## src/rtl/program_loader_if.sv

```systemverilog
// Byte-stream loader bus: receiver bytes and start request in, memory write strobes and status out.
// The slave modport is the loader's view; master is the driving/observing side.
interface program_loader_if #(
    parameter int NB_BYTE    = 8,
    parameter int NB_ADDRESS = 7
);
    logic                  i_start;
    logic [NB_BYTE-1:0]    i_rx_data;
    logic                  i_rx_valid;
    logic                  o_mem_reset;
    logic [NB_BYTE-1:0]    o_write_data;
    logic                  o_write_enable;
    logic                  o_busy;
    logic                  o_done;
    logic                  o_error;
    logic [NB_ADDRESS-2:0] o_instr_count;

    modport master (
        output i_start, i_rx_data, i_rx_valid,
        input  o_mem_reset, o_write_data, o_write_enable, o_busy, o_done, o_error, o_instr_count
    );

    modport slave (
        input  i_start, i_rx_data, i_rx_valid,
        output o_mem_reset, o_write_data, o_write_enable, o_busy, o_done, o_error, o_instr_count
    );
endinterface

```

## src/rtl/program_loader.sv

```systemverilog
// Instruction-memory loader: clears memory, forwards bytes as write strobes, stops on an aligned HALT word.
// Define PROGRAM_LOADER_TIMEOUT_EN to add an inter-byte watchdog that ends a stalled load in ERROR.
module program_loader #(
    parameter int                 NB_DATA          = 32,
    parameter int                 NB_BYTE          = 8,
    parameter int                 N_INSTRUCTIONS   = 32,
    parameter int                 NB_ADDRESS       = 7,
    parameter logic [NB_DATA-1:0] HALT_INSTRUCTION = 32'hFFFFFFFF
`ifdef PROGRAM_LOADER_TIMEOUT_EN
    ,
    parameter int                 TIMEOUT_CYCLES   = 1_000_000
`endif
) (
    input  logic            i_clock,
    input  logic            i_reset_n,
    program_loader_if.slave bus
);
    localparam int NB_LANE = $clog2(NB_DATA / NB_BYTE);
    localparam logic [NB_ADDRESS:0]   BYTE_CAP = (NB_ADDRESS + 1)'(N_INSTRUCTIONS * (NB_DATA / NB_BYTE));
    localparam logic [NB_ADDRESS:0]   BCNT_ONE = 1;
    localparam logic [NB_ADDRESS-2:0] WCNT_ONE = 1;

    typedef enum logic [2:0] {ST_IDLE, ST_CLEAR, ST_LOAD, ST_DONE, ST_ERROR} state_t;

    state_t                state_q, state_d;
    logic [NB_ADDRESS:0]   byte_cnt_q, byte_cnt_d;
    logic [NB_DATA-1:0]    word_q, word_d;
    logic [NB_ADDRESS-2:0] instr_count_q, instr_count_d;
    logic [NB_BYTE-1:0]    write_data_q, write_data_d;
    logic                  write_enable_q, write_enable_d;
    logic                  mem_reset_q, mem_reset_d;
    logic                  busy_q, busy_d;
    logic                  done_q, done_d;
    logic                  error_q, error_d;

`ifdef PROGRAM_LOADER_TIMEOUT_EN
    localparam int               NB_TMR    = $clog2(TIMEOUT_CYCLES + 1);
    localparam logic [NB_TMR-1:0] TMR_ONE   = 1;
    localparam logic [NB_TMR-1:0] TMR_LIMIT = NB_TMR'(TIMEOUT_CYCLES);
    logic [NB_TMR-1:0] timer_q, timer_d;
`endif

    always_comb begin
        state_d        = state_q;
        byte_cnt_d     = byte_cnt_q;
        word_d         = word_q;
        instr_count_d  = instr_count_q;
        write_data_d   = write_data_q;
        write_enable_d = 1'b0;
`ifdef PROGRAM_LOADER_TIMEOUT_EN
        timer_d        = '0;
`endif
        case (state_q)
            ST_IDLE, ST_DONE, ST_ERROR: begin
                if (bus.i_start) begin
                    state_d       = ST_CLEAR;
                    byte_cnt_d    = '0;
                    word_d        = '0;
                    instr_count_d = '0;
                end
            end
            // Memory is being wiped this cycle, so any byte arriving now is dropped.
            ST_CLEAR: state_d = ST_LOAD;
            ST_LOAD: begin
`ifdef PROGRAM_LOADER_TIMEOUT_EN
                timer_d = timer_q + TMR_ONE;
`endif
                if (bus.i_rx_valid) begin
                    write_data_d   = bus.i_rx_data;
                    write_enable_d = 1'b1;
                    word_d         = {word_q[NB_DATA-NB_BYTE-1:0], bus.i_rx_data};
                    byte_cnt_d     = byte_cnt_q + BCNT_ONE;
`ifdef PROGRAM_LOADER_TIMEOUT_EN
                    timer_d        = '0;
`endif
                    // HALT is only recognised on word boundaries; it takes priority over a full memory.
                    if (byte_cnt_d[NB_LANE-1:0] == '0) begin
                        instr_count_d = instr_count_q + WCNT_ONE;
                        if (word_d == HALT_INSTRUCTION) begin
                            state_d = ST_DONE;
                        end else if (byte_cnt_d == BYTE_CAP) begin
                            state_d = ST_ERROR;
                        end
                    end
                end
`ifdef PROGRAM_LOADER_TIMEOUT_EN
                else if (timer_d == TMR_LIMIT) begin
                    state_d = ST_ERROR;
                end
`endif
            end
            default: state_d = ST_IDLE;
        endcase

        mem_reset_d = (state_d == ST_CLEAR);
        busy_d      = (state_d == ST_CLEAR) || (state_d == ST_LOAD);
        done_d      = (state_d == ST_DONE);
        error_d     = (state_d == ST_ERROR);
    end

    always_ff @(posedge i_clock or negedge i_reset_n) begin
        if (!i_reset_n) begin
            state_q        <= ST_IDLE;
            byte_cnt_q     <= '0;
            word_q         <= '0;
            instr_count_q  <= '0;
            write_data_q   <= '0;
            write_enable_q <= 1'b0;
            mem_reset_q    <= 1'b0;
            busy_q         <= 1'b0;
            done_q         <= 1'b0;
            error_q        <= 1'b0;
`ifdef PROGRAM_LOADER_TIMEOUT_EN
            timer_q        <= '0;
`endif
        end else begin
            state_q        <= state_d;
            byte_cnt_q     <= byte_cnt_d;
            word_q         <= word_d;
            instr_count_q  <= instr_count_d;
            write_data_q   <= write_data_d;
            write_enable_q <= write_enable_d;
            mem_reset_q    <= mem_reset_d;
            busy_q         <= busy_d;
            done_q         <= done_d;
            error_q        <= error_d;
`ifdef PROGRAM_LOADER_TIMEOUT_EN
            timer_q        <= timer_d;
`endif
        end
    end

    assign bus.o_mem_reset    = mem_reset_q;
    assign bus.o_write_data   = write_data_q;
    assign bus.o_write_enable = write_enable_q;
    assign bus.o_busy         = busy_q;
    assign bus.o_done         = done_q;
    assign bus.o_error        = error_q;
    assign bus.o_instr_count  = instr_count_q;
endmodule

```

## src/flat_wrapper.sv

```systemverilog
// flat-port wrapper written by rule: the top's interface ports become plain ports
module program_loader_flat 
#(
    parameter int                 NB_DATA          = 32,
    parameter int                 NB_BYTE          = 8,
    parameter int                 N_INSTRUCTIONS   = 32,
    parameter int                 NB_ADDRESS       = 7,
    parameter logic [NB_DATA-1:0] HALT_INSTRUCTION = 32'hFFFFFFFF

)
  (i_clock, i_reset_n, bus_i_start, bus_i_rx_data, bus_i_rx_valid, bus_o_mem_reset, bus_o_write_data, bus_o_write_enable, bus_o_busy, bus_o_done, bus_o_error, bus_o_instr_count);
  program_loader_if #(.NB_BYTE(NB_BYTE), .NB_ADDRESS(NB_ADDRESS)) bus_i ();
  input  logic i_clock;
  input  logic i_reset_n;
  input wire logic [$bits(bus_i.i_start)-1:0] bus_i_start;
  input wire logic [$bits(bus_i.i_rx_data)-1:0] bus_i_rx_data;
  input wire logic [$bits(bus_i.i_rx_valid)-1:0] bus_i_rx_valid;
  output wire logic [$bits(bus_i.o_mem_reset)-1:0] bus_o_mem_reset;
  output wire logic [$bits(bus_i.o_write_data)-1:0] bus_o_write_data;
  output wire logic [$bits(bus_i.o_write_enable)-1:0] bus_o_write_enable;
  output wire logic [$bits(bus_i.o_busy)-1:0] bus_o_busy;
  output wire logic [$bits(bus_i.o_done)-1:0] bus_o_done;
  output wire logic [$bits(bus_i.o_error)-1:0] bus_o_error;
  output wire logic [$bits(bus_i.o_instr_count)-1:0] bus_o_instr_count;
  assign bus_i.i_start = bus_i_start;
  assign bus_i.i_rx_data = bus_i_rx_data;
  assign bus_i.i_rx_valid = bus_i_rx_valid;
  assign bus_o_mem_reset = bus_i.o_mem_reset;
  assign bus_o_write_data = bus_i.o_write_data;
  assign bus_o_write_enable = bus_i.o_write_enable;
  assign bus_o_busy = bus_i.o_busy;
  assign bus_o_done = bus_i.o_done;
  assign bus_o_error = bus_i.o_error;
  assign bus_o_instr_count = bus_i.o_instr_count;
  program_loader #(.NB_DATA(NB_DATA), .NB_BYTE(NB_BYTE), .N_INSTRUCTIONS(N_INSTRUCTIONS), .NB_ADDRESS(NB_ADDRESS), .HALT_INSTRUCTION(HALT_INSTRUCTION)) u_core (.i_clock(i_clock), .i_reset_n(i_reset_n), .bus(bus_i));
endmodule
```

## config.mk

```make
export PLATFORM = sky130hd
export DESIGN_NAME = program_loader_flat
export DESIGN_NICKNAME = d
export VERILOG_FILES = /design/src/rtl/program_loader_if.sv /design/src/rtl/program_loader.sv /design/src/flat_wrapper.sv
export SDC_FILE = /design/constraint.sdc
export NUM_CORES = 1
export LEC_CHECK = 0
export CORE_MARGIN = 10
export CORE_UTILIZATION = 44
export CTS_CLUSTER_SIZE = 30
export DETAILED_ROUTE_END_ITERATION = 6
export HOLD_SLACK_MARGIN = 0.03
export MAX_ROUTING_LAYER = met4
export PLACE_DENSITY = 0.73
export SYNTH_ARGS = -nofsm -noshare
export SYNTH_HDL_FRONTEND = slang
export SYNTH_SLANG_ARGS = --single-unit
export TNS_END_PERCENT = 30
```

## constraint.sdc

```tcl
create_clock -name i_clock -period 1.95 [get_ports i_clock]
set_input_delay 0.39 -clock i_clock [delete_from_list [all_inputs] [get_ports i_clock]]
set_output_delay 0.39 -clock i_clock [all_outputs]
set_load 0.02 [all_outputs]
```

==> impl_metrics.py <==
metrics = {
    "outcome": {
        "status": "finished clean",
    },
    "floorplanning": {
        "design.core.area_um2": 5107,
        "die_w_um": 92.51,
        "io-pin-count": 31,
        "start_util_pct": 45.30,
        "placementRows": 26,
        "fp.dieH_um": 92.51,
        "die-area_um2": 8558,
    },
    "drt": {
        "detail_route.drc_violations": 0,
        "drt_wl_total_mm": 4.793,
        "wl_met3_um": 161,
        "met1_length_mm": 2.346,
        "antenna_left": 0,
        "drt_first_pass_iters": 4,
        "drt-vias-per-instance": 5.205,
        "dr_wl_met2_mm": 2.190,
        "top_layer": "met4",
        "drt_iter0_markers": 85,
        "route.vias.total": 1702,
        "routedWlPerCell_um": 14.66,
    },
    "power": {
        "intPower_mw": 2.529,
        "power_frac_clock_pct": 19.6,
        "switching_share_pct": 35.78,
        "max-vdd-ir-drop_mv": 0.8500,
        "p_leak_nw": 1.351,
        "combPwrFrac_pct": 34.5,
        "p_sw_mw": 1.409,
        "seq_power_share_pct": 45.9,
        "powerDensity_nw_per_um2": 1351,
    },
    "placed_design": {
        "routabilityCongestion": 0.7645,
        "pre_cts_ws_ns": -0.05071,
        "post_dp_cell_area_um2": 2788,
        "portBuffers": 30,
        "placed_cells": 318,
        "hpwl_mm": 3.476,
    },
    "critical_path": {
        "worstSetupEndpointType": "primary output",
        "critical-path-top-delay-family": "buffers and inverters",
        "critPathLaunchType": "flop",
        "crit_buf_inv": 1,
        "required_ns": 1.56,
        "worstSetupStartpoint": "u_core.bus.o_instr_count[3]",
        "worstPathArrival_ns": 1.37,
        "reg2reg_from": "u_core.state_q[0]",
        "cp_cell_sequence": "clkdlybuf4s50_1",
        "slowest_delay_ns": 0.63,
        "path_class": "reg -> out",
        "slowest_stage": "clkdlybuf4s50_1",
        "worstPathMaxFanout": 4,
    },
    "cts": {
        "cts_inserted_buffers": 5,
        "h-tree-depth": 2,
        "clk_latency_ns": 0.31,
        "cts_root_buf": "clkbuf_8",
        "cts_tree": "yes",
        "clk_pin_slew_ns": 0.10,
        "cts-resized-gates": 0,
        "clock_sinks": 54,
        "clk_path_buf_depth": 2,
        "postCtsSetupBuffers": 0,
    },
    "sta": {
        "final_hold_viol_count": 0,
        "setup_slack_ns": 0.1946,
        "clock_skew_ns": 0.005280,
        "rsz0062_at_grt": "false",
        "hold_ws_ns": 0.4845,
        "fin_crit_sh_pct": 90.02,
        "max_freq_mhz": 569.7,
        "finalSetupViolations": 0,
        "relSlewSlack_pct": 70.99,
        "min_period_ns": 1.755,
        "worst_slew_pin_slew_ns": 0.4351,
        "slew_violations": 0,
    },
    "final_layout": {
        "layout.cells.non_filler": 327,
        "n_antenna_cell": 0,
        "final_cell_mix": "54 x dfrtp_1, 48 x nand2_1, 29 x clkdlybuf4s50_1, 19 x a22o_1, 16 x buf_4",
        "postLayoutCoreUtil_pct": 57.08,
        "synthToLayoutAreaGrowth_pct": 26.01,
        "stdcell_area_um2": 2915,
        "final_common_cell": "dfrtp_1",
        "final_nets": 270,
        "drive_gt1_share_pct": 13.23,
    },
    "grt": {
        "grt_max_degree": 23,
        "grt_use_total_pct": 12.18,
        "antenna_found_initial": 0,
        "grt_pass1_wl_mm": 8.211,
        "grt_pass1_vias": 1694,
        "grt-ovfl-total": 0,
    },
    "min_path": {
        "hp-class": "reg -> reg",
        "hold_path.startpoint": "u_core.bus.o_write_data[5]",
    },
    "yosys": {
        "netlist.area_leader.share_pct": 58.41,
        "synthFlopType": "dfrtp_1",
        "syn_avg_cell_area_um2": 11.02,
        "synth_edf_count": 0,
        "yosys-top-cells-area": "dfrtp_1 58%, nand2_1 7.8%, a22o_1 7.2%",
        "async_flop_share_pct": 100.0,
        "ys_warn_count": 0,
        "yosysSeqAreaShare_pct": 58.41,
        "netlist_area_um2": 2313,
        "yosysTopAreaCell": "dfrtp_1",
        "synth_seq_cells": 54,
        "syn_inst": 210,
        "synth_cell_types": 39,
        "synth_fp_nets": 224,
    },
    "run": {
        "drv_cap": 0,
    },
}
sequential cells by signal, summed over array words and instances, names as in the netlist:
| signal | flops |
|---|---|
| u_core.byte_cnt_q | 8 |
| u_core.bus.o_busy | 1 |
| u_core.bus.o_write_enable | 1 |
| u_core.bus.o_mem_reset | 1 |
| u_core.bus.o_instr_count | 6 |
| u_core.bus.o_done | 1 |
| u_core.bus.o_write_data | 8 |
| u_core.bus.o_error | 1 |
| u_core.word_q | 24 |
| u_core.state_q | 3 |
cell usage after synthesis (2+ instances only):
| library cell | number |
|---|---|
| a21oi_1 | 2 |
| a22o_1 | 19 |
| a31oi_1 | 2 |
| a32o_1 | 2 |
| and3_1 | 2 |
| buf_2 | 3 |
| buf_4 | 3 |
| clkbuf_1 | 3 |
| dfrtp_1 | 54 |
| ha_1 | 2 |
| mux2i_1 | 2 |
| nand2_1 | 48 |
| nand2b_1 | 2 |
| nand3_1 | 7 |
| nand4_1 | 8 |
| nor2_1 | 9 |
| nor3_1 | 2 |
| nor4_1 | 2 |
| o2111ai_1 | 2 |
| o21ai_1 | 10 |
| o31ai_1 | 2 |
| xor2_1 | 7 |
metrics by stage:
stage | setup TNS [ns] | power (mW)
2_1_floorplan | 0 | 2.615
3_3_place_gp | -0.08578 | 3.171
3_5_place_dp | -0.07337 | 3.186
4_1_cts | 0 | 3.975
5_1_grt | 0 | 4.206
6_report | 0 | 3.938
final cells by class:
type	count	area [um2]
Clock buffer	5	68.82
Timing Repair Buffer	48	445.4
Multi-Input combinational cell	145	905.9
Inverter	2	7.507
Clock inverter	3	48.80
Fill cell	447	2192
Sequential cell	54	1351
Tap cell	70	87.58
power groups by stage:
stage,Sequential (mW),Clock [mW],Combinational (mW)
final,1.81,0.772,1.36
after global routing,1.87,0.838,1.50
after CTS,1.80,0.795,1.38
after detailed placement,1.82,0,1.36
after global placement,1.82,0,1.35
after floorplan,1.90,0,0.719
metal layers:
layer,global-route usage (%),up-vias
met1,16.39,831
met3,2.583,6
met2,17.06,25
li1,-,840
met4,5.784,0
met5,-,-
logic make-up (layout without fill, tap and decap cells):
kind of cell	after synthesis	in the layout	synth area share (%)
xor gates and xnor gates	8	8	3.353
buffers and inverters	11	58	2.433
muxes	2	2	0.8654
adders and majority gates	2	2	1.081
DFF	54	54	58.41
and+or+nand+nor	88	88	19.31
AOI/OAI and AO/OA	45	45	14.55
what timing repair did:
item                                    CTS  global route
hold buffers                              1             0
endpoints found under the setup margin    0             0
endpoints found under the hold margin    17             0
final timing paths:
check / slack [ns] / endpoint / depth (start not counted)
max in group asynchronous: 0.85 / u_core.word_q[0] / 3
setup reg to reg: 0.22 / u_core.bus.o_instr_count[4] / 5
min in group asynchronous: 0.55 / u_core.bus.o_write_data[4] / 2
setup / recovery: 0.19 / bus_o_instr_count[3] / 1
hold reg to reg: 0.48 / u_core.bus.o_write_data[5] / 2
hold / removal: 0.48 / u_core.bus.o_write_data[5] / 2
Power figures use the tool's default switching activity.
